File: config.mk
export PLATFORM = sky130hd
export DESIGN_NAME = shift_right_seq_8_flat
export DESIGN_NICKNAME = d
export VERILOG_FILES = /design/src/rtl/shift_right_seq_8_if.sv /design/src/rtl/shift_right_seq_8.sv /design/src/flat_wrapper.sv
export SDC_FILE = /design/constraint.sdc
export NUM_CORES = 1
export LEC_CHECK = 0
export ABC_AREA = 1
export CAP_MARGIN = 10
export CORE_MARGIN = 4
export CORE_UTILIZATION = 41
export CTS_CLUSTER_DIAMETER = 40
export DETAILED_ROUTE_END_ITERATION = 10
export PLACE_DENSITY = 0.77
export SLEW_MARGIN = 20
export SYNTH_ARGS = -nofsm -noshare
export SYNTH_HDL_FRONTEND = slang
export SYNTH_SLANG_ARGS = --single-unit
export TNS_END_PERCENT = 100
File: constraint.sdc
create_clock -name clk -period 1.1 [get_ports clk]
set_input_delay 0.22 -clock clk [delete_from_list [all_inputs] [get_ports clk]]
set_output_delay 0.22 -clock clk [all_outputs]
set_load 0.03 [all_outputs]
File: src/rtl/shift_right_seq_8_if.sv
// Handshake bundle for the sequential right-shift unit: operand request
// channel (producer -> unit) and result channel (unit -> consumer).
//   master : producer/consumer side (drives operands and out_ready)
//   slave  : the shift unit (drives in_ready, out_valid, result, carry_out)
interface shift_right_seq_8_if #(
   parameter int unsigned WIDTH = 8,
   parameter int unsigned AMT_W = 3
);
   logic             in_valid;
   logic             in_ready;
   logic [WIDTH-1:0] data_in;
   logic [AMT_W-1:0] shift_amount;
   logic [1:0]       mode;
   logic             out_valid;
   logic             out_ready;
   logic [WIDTH-1:0] result;
   logic             carry_out;

   modport master (
      output in_valid, data_in, shift_amount, mode, out_ready,
      input  in_ready, out_valid, result, carry_out
   );

   modport slave (
      input  in_valid, data_in, shift_amount, mode, out_ready,
      output in_ready, out_valid, result, carry_out
   );
endinterface

File: src/rtl/shift_right_seq_8.sv
// Multi-cycle right shift / rotate unit. Takes an operand, amount and mode
// over a valid/ready handshake, shifts one position per clock, and presents
// the result plus the last bit shifted out on a second valid/ready handshake.
//   clk, rst_n : clock, asynchronous active-low reset
//   bus        : slave side of shift_right_seq_8_if (request + result channels)
// Modes: 0 = LSR, 1 = ASR, 2 = ROR, 3 = reserved (behaves as LSR).
module shift_right_seq_8 #(
   parameter int unsigned WIDTH = 8,
   parameter int unsigned AMT_W = 3
) (
   input logic                clk,
   input logic                rst_n,
   shift_right_seq_8_if.slave bus
);

   localparam logic [1:0] IDLE  = 2'd0;
   localparam logic [1:0] SHIFT = 2'd1;
   localparam logic [1:0] DONE  = 2'd2;

   localparam logic [1:0] MODE_ASR = 2'd1;
   localparam logic [1:0] MODE_ROR = 2'd2;

   logic [1:0]       state,     stateNext;
   logic [WIDTH-1:0] resultQ,   resultNext;
   logic             carryQ,    carryNext;
   logic [AMT_W-1:0] countQ,    countNext;
   logic [1:0]       modeQ,     modeNext;
   logic             inReadyQ;
   logic             outValidQ;
   logic             fillBit;

   // Next-state and datapath update
   always_comb begin
      stateNext  = state;
      resultNext = resultQ;
      carryNext  = carryQ;
      countNext  = countQ;
      modeNext   = modeQ;
      fillBit    = 1'b0;

      case (state)
         IDLE: begin
            if (bus.in_valid && inReadyQ) begin
               resultNext = bus.data_in;
               countNext  = bus.shift_amount;
               modeNext   = bus.mode;
               carryNext  = 1'b0;
               stateNext  = (bus.shift_amount == '0) ? DONE : SHIFT;
            end
         end

         SHIFT: begin
            // Only entered with a non-zero count, so the decrement cannot wrap
            case (modeQ)
               MODE_ASR: fillBit = resultQ[WIDTH-1];
               MODE_ROR: fillBit = resultQ[0];
               default:  fillBit = 1'b0;
            endcase
            resultNext = {fillBit, resultQ[WIDTH-1:1]};
            carryNext  = resultQ[0];
            countNext  = countQ - AMT_W'(1);
            if (countQ == AMT_W'(1)) begin
               stateNext = DONE;
            end
         end

         DONE: begin
            if (bus.out_ready) begin
               stateNext = IDLE;
            end
         end

         default: stateNext = IDLE;
      endcase
   end

   // State and datapath registers; handshake flags track the next state so
   // they always equal the decode of the registered state
   always_ff @(posedge clk or negedge rst_n) begin
      if (!rst_n) begin
         state     <= IDLE;
         resultQ   <= '0;
         carryQ    <= 1'b0;
         countQ    <= '0;
         modeQ     <= '0;
         inReadyQ  <= 1'b1;
         outValidQ <= 1'b0;
      end else begin
         state     <= stateNext;
         resultQ   <= resultNext;
         carryQ    <= carryNext;
         countQ    <= countNext;
         modeQ     <= modeNext;
         inReadyQ  <= (stateNext == IDLE);
         outValidQ <= (stateNext == DONE);
      end
   end

   assign bus.in_ready  = inReadyQ;
   assign bus.out_valid = outValidQ;
   assign bus.result    = resultQ;
   assign bus.carry_out = carryQ;

endmodule

File: src/flat_wrapper.sv
// flat-port wrapper written by rule: the top's interface ports become plain ports
module shift_right_seq_8_flat 
#(
   parameter int unsigned WIDTH = 8,
   parameter int unsigned AMT_W = 3
)
  (clk, rst_n, bus_in_valid, bus_data_in, bus_shift_amount, bus_mode, bus_out_ready, bus_in_ready, bus_out_valid, bus_result, bus_carry_out);
  shift_right_seq_8_if #(.WIDTH(WIDTH), .AMT_W(AMT_W)) bus_i ();
  input logic clk;
  input logic rst_n;
  input wire logic [$bits(bus_i.in_valid)-1:0] bus_in_valid;
  input wire logic [$bits(bus_i.data_in)-1:0] bus_data_in;
  input wire logic [$bits(bus_i.shift_amount)-1:0] bus_shift_amount;
  input wire logic [$bits(bus_i.mode)-1:0] bus_mode;
  input wire logic [$bits(bus_i.out_ready)-1:0] bus_out_ready;
  output wire logic [$bits(bus_i.in_ready)-1:0] bus_in_ready;
  output wire logic [$bits(bus_i.out_valid)-1:0] bus_out_valid;
  output wire logic [$bits(bus_i.result)-1:0] bus_result;
  output wire logic [$bits(bus_i.carry_out)-1:0] bus_carry_out;
  assign bus_i.in_valid = bus_in_valid;
  assign bus_i.data_in = bus_data_in;
  assign bus_i.shift_amount = bus_shift_amount;
  assign bus_i.mode = bus_mode;
  assign bus_i.out_ready = bus_out_ready;
  assign bus_in_ready = bus_i.in_ready;
  assign bus_out_valid = bus_i.out_valid;
  assign bus_result = bus_i.result;
  assign bus_carry_out = bus_i.carry_out;
  shift_right_seq_8 #(.WIDTH(WIDTH), .AMT_W(AMT_W)) u_core (.clk(clk), .rst_n(rst_n), .bus(bus_i));
endmodule
[Yosys cells after proc, flatten, opt, wreduce, memory -nomap -nowiden]
Index checks and enable logic that the tools add are counted.
Word-level totals
  flip-flop bits (word level): 18
  input port bits: 17
  output and inout port bits: 11
Operators by class
  $add $sub $neg: 1
  equal/unequal tests: 8
  mux-type cells: 12
  reduce and logical (&&, ||, !) cells: 8
Operator list (count)
  case mux 8 bit (2 select lines): 1
  2-to-1 mux 2 bit: 4
  2-to-1 mux 8 bit: 1
  equality test 2 bit (second input constant): 3
  case mux 2 bit (3 select lines): 1
  case mux 3 bit (2 select lines): 1
  equality test 2 x 1 -> 1 bit (second input constant): 2
  logical NOT 2 bit: 2
  case mux 1 bit (2 select lines): 2
  AND reduction 2 bit: 2
  equality test 3 x 1 -> 1 bit (second input constant): 1
  logical NOT 3 bit: 1
  2-to-1 mux 3 bit: 1
  AND reduction 3 bit: 1
  subtractor 3 x 1 -> 3 bit (second input constant): 1
  != test 2 x 1 -> 1 bit (second input constant): 1
  != test 2 bit (second input constant): 1
  nonzero test 2 bit: 1
  logical AND 1 bit: 1
  2-to-1 mux 1 bit: 1

[Longest topological paths before layout]
  depth in word-level cells: 5
  gate-level depth with buffers: 7
  depth with buffers taken out: 7

[Least setup slack after synthesis]
No wires, ideal clock.
  path kind: register -> register
  start point: reg u_core.inReadyQ (netlist: u_core.bus.in_ready)
  end point: reg u_core.resultQ[6] (netlist: u_core.bus.result[6])
  setup time: 0.074 ns
  data arrival time: 1.189 ns
  required time: 1.026 ns
  path slack: -0.163 ns
  stages on the path, launching flop included: 6
  clock period less this slack: 1.263 ns
  path through: dfstp_2 > nand2_1 > o21ai_2 > buf_6 > nand2_2 > o21ai_2
On the way
  word-level cells in the longest chain between the ends: 3
Ends and longest elaborated chain
  start: declaration: RTL line shift_right_seq_8.sv:28  | logic inReadyQ;
  start signal: assignment: RTL line shift_right_seq_8.sv:94  | inReadyQ <= (stateNext == IDLE);
  logical AND 1 bit: RTL line shift_right_seq_8.sv:43  | if (bus.in_valid && inReadyQ) begin
  != test 2 x 1 -> 1 bit (no line)
  AND reduction 2 bit (no line)
  end signal: assignment: RTL line shift_right_seq_8.sv:90  | resultQ <= resultNext;
  end: declaration: RTL line shift_right_seq_8.sv:24  | logic [WIDTH-1:0] resultQ, resultNext;
No other way between the ends.
A chain may end at the register's enable or synchronous reset.

[Final worst setup path]
  start point: reg u_core.inReadyQ (netlist: u_core.bus.in_ready)
  end point: out bus_in_ready
RTL lines
  end: declaration: RTL line flat_wrapper.sv:16  | output wire logic [$bits(bus_i.in_ready)-1:0] bus_in_ready;
No word-level cell between the ends.

==> results.toml <==
[placement]
port_buffers = 27
gp_congestion = 0.768
dpl.hpwl_um = 1540
placement.setup.worst_slack_ns = -0.253
dpl.cell_count = 182

[global_route]
grt_overflow = 0
antenna_found_initial = 0
grt_max_degree = 19
grt_pass1_vias = 904
grt_pass1_wl_um = 3850
grt.total_usage_pct = 15.3

[cells_and_area]
stdcell_count = 195
layout-drive-gt1-share_pct = 38.3
fin_nets = 187
n_antenna_cell = 0
area_growth_syn_to_layout_pct = 58.0

[timing]
max_freq_mhz = 815
max-slew-margin-rel_pct = 84.5
hold_violations = 0
period_share_pct = 111
rsz0062_at_grt = "yes"
worstMarginPinSlew_ns = 0.231
finClkSkew_ns = 0.000482
timing.setup.tns_ns = -0.706
fin_crit_ns = 1.23
slew_viol_final = 0
fin_ws_ns = -0.126
finalSetupViolCount = 14

[die]
die_h_um = 55.9
core_mm2 = 0.00219
start_util_pct = 43.0
fp.dieW_um = 55.9
std_cell_rows = 17
ioPinCount = 28
die-area_mm2 = 0.00313

[setup_path]
critPathMaxStageDelay_ns = 0.58
crit_required_ns = 0.88
cp_cell_sequence = "buf_6"
crit_buf_inv = 1
startpoint_type = "register"
worst_path_max_delay_cell = "dfstp_2"
crit_path_max_fanout = 2
critical-path-top-delay-family = "flip-flops"
arrival_ns = 1.01
critPathKind = "reg -> out"
r2r_start = "u_core.bus.in_ready$_DFF_PN1_"
crit_start = "u_core.bus.in_ready$_DFF_PN1_"
worstSetupEndpointType = "output pin"
ff2ff_setup_slack_ns = -0.08

[pwr]
p_per_area_mw_per_mm2 = 3150
ir_worst_vdd_v = 0.00143
p_leak_nw = 0.771

[synth]
synthDistinctLibCells = 15
yosysTopAreaCell = "dfrtp_1"
yosys_warnings = 0
synth_nets = 143
seq_area_frac_synth_pct = 47.9
avgSynthCellArea_um2 = 7.60
synth.area.top_cells = "dfrtp_1 45%, nand2_1 24%, inv_1 4.4%"
synthCells = 124
yosysTopAreaCellShare_pct = 45.2
syn_area_um2 = 942
synth_seq_cells = 18

[clock_network]
cts.path.max_buffers = 2
cts_tree = "built"
htreeDepth = 1
clock_latency_ns = 0.29
clockRootBuffer = "clkbuf_4"
cts_buffers = 3
clk_pin_slew_ns = 0.10
clkSinkCount = 18

[drt]
drt_iter0_drc = 14
drt-pass1-iter-count = 4
final_antenna_net_count = 0
wl_per_cell_um = 12.5
routed_via_density = 4.86
vias = 948
wl_um = 2430
drc = 0

[hold_path]
holdCritPathClass = "in -> async"

[flow_run]
cap_viol_max_count = 0

[status]
violations = "negative setup slack"
status = "finished with violations"
## Yosys cell counts, drive strengths merged
master,count
buf,2
dfrtp,17
dfstp,1
ha,2
inv,13
nand2,63
nand3,6
nor2,8
o21ai,12
## stage by stage
step                      utilization [%]  cell area [um^2]  total power [mW]  hold slack (ns)
after floorplan                         -               957              2.84          -0.0756
after global placement               57.6              1260              3.46            0.461
after detailed placement             57.6              1260              3.52            0.474
after CTS                            62.0              1360              4.17            0.250
after global routing                 68.0              1490              5.04            0.254
final                                68.0              1490              4.69            0.251
## registers in the layout, indices dropped and copies added, names as in the netlist
register              count
u_core.bus.result         8
u_core.countQ             3
u_core.modeQ              2
u_core.state              2
u_core.bus.carry_out      1
u_core.bus.in_ready       1
u_core.bus.out_valid      1
## report_power, final
part           switching (mW)  leakage [nW]  internal, mW
sequential              0.266         0.223          1.00
clock                   0.212        0.0210         0.202
combinational            1.72         0.527          1.28
## worst paths after layout
| path | endpoint | depth (start not counted) |
|---|---|---|
| max | bus_in_ready | 1 |
| min | u_core.bus.result[6]$_DFFE_PN0P_ | 2 |
| max reg2reg | u_core.bus.result[5]$_DFFE_PN0P_ | 5 |
| min reg2reg | u_core.countQ[1]$_DFFE_PN0P_ | 2 |
| max in group asynchronous | u_core.bus.in_ready$_DFF_PN1_ | 2 |
| min in group clk | u_core.modeQ[0]$_DFFE_PN0P_ | 3 |
## logic make-up (layout without fill, tap and decap cells)
logic type                 Yosys count  count (layout)  synth area share [%]
and+or+nand+nor                     77              77                  33.9
DFF                                 18              18                  47.9
buffers and inverters               15              58                  7.57
AOI/OAI and AO/OA                   12              12                  7.97
adders and majority gates            2               2                  2.66
## metal layers
metal	up-vias	track usage (%)	routed length [um]
met2	25	27.9	1290
met3	10	2.32	100
met1	445	17.1	947
met5	-	0	0
li1	468	-	-
met4	0	7.46	91
## cells in the final DEF (no fill, tap or decap)
cell,Yosys,routed
nand2_8,0,1
nor2_1,5,2
ha_2,0,1
dfrtp_2,0,1
buf_4,0,11
o21ai_0,8,5
buf_12,0,1
inv_1,11,9
nand2_4,1,3
dfstp_2,1,1
nor2_2,2,4
nor2_4,1,2
buf_6,2,13
o21ai_1,0,2
clkdlybuf4s50_1,0,16
nand3_1,6,6
clkbuf_4,0,3
o21ai_4,0,1
o21ai_2,4,4
dfrtp_1,17,16
ha_1,2,1
nand2_2,1,13
clkbuf_8,0,1
nand2_1,61,46
inv_2,2,4
## what timing repair did
action / in CTS / in global routing
buffers inserted: 5 / 4
hold buffers: 0 / 0
endpoints found under the setup margin: 22 / 28
pin swaps: 7 / 11
gates resized for setup: 9 / 33
## final cells by class
cell class / instances / area, um^2
fill: 159 / 702
multi-input combinational: 91 / 507
sequential: 18 / 453
timing repair buffer: 41 / 409
inverter: 13 / 48.8
clock buffer: 4 / 36.3
tap: 28 / 35.0
Power figures use the tool's default switching activity.
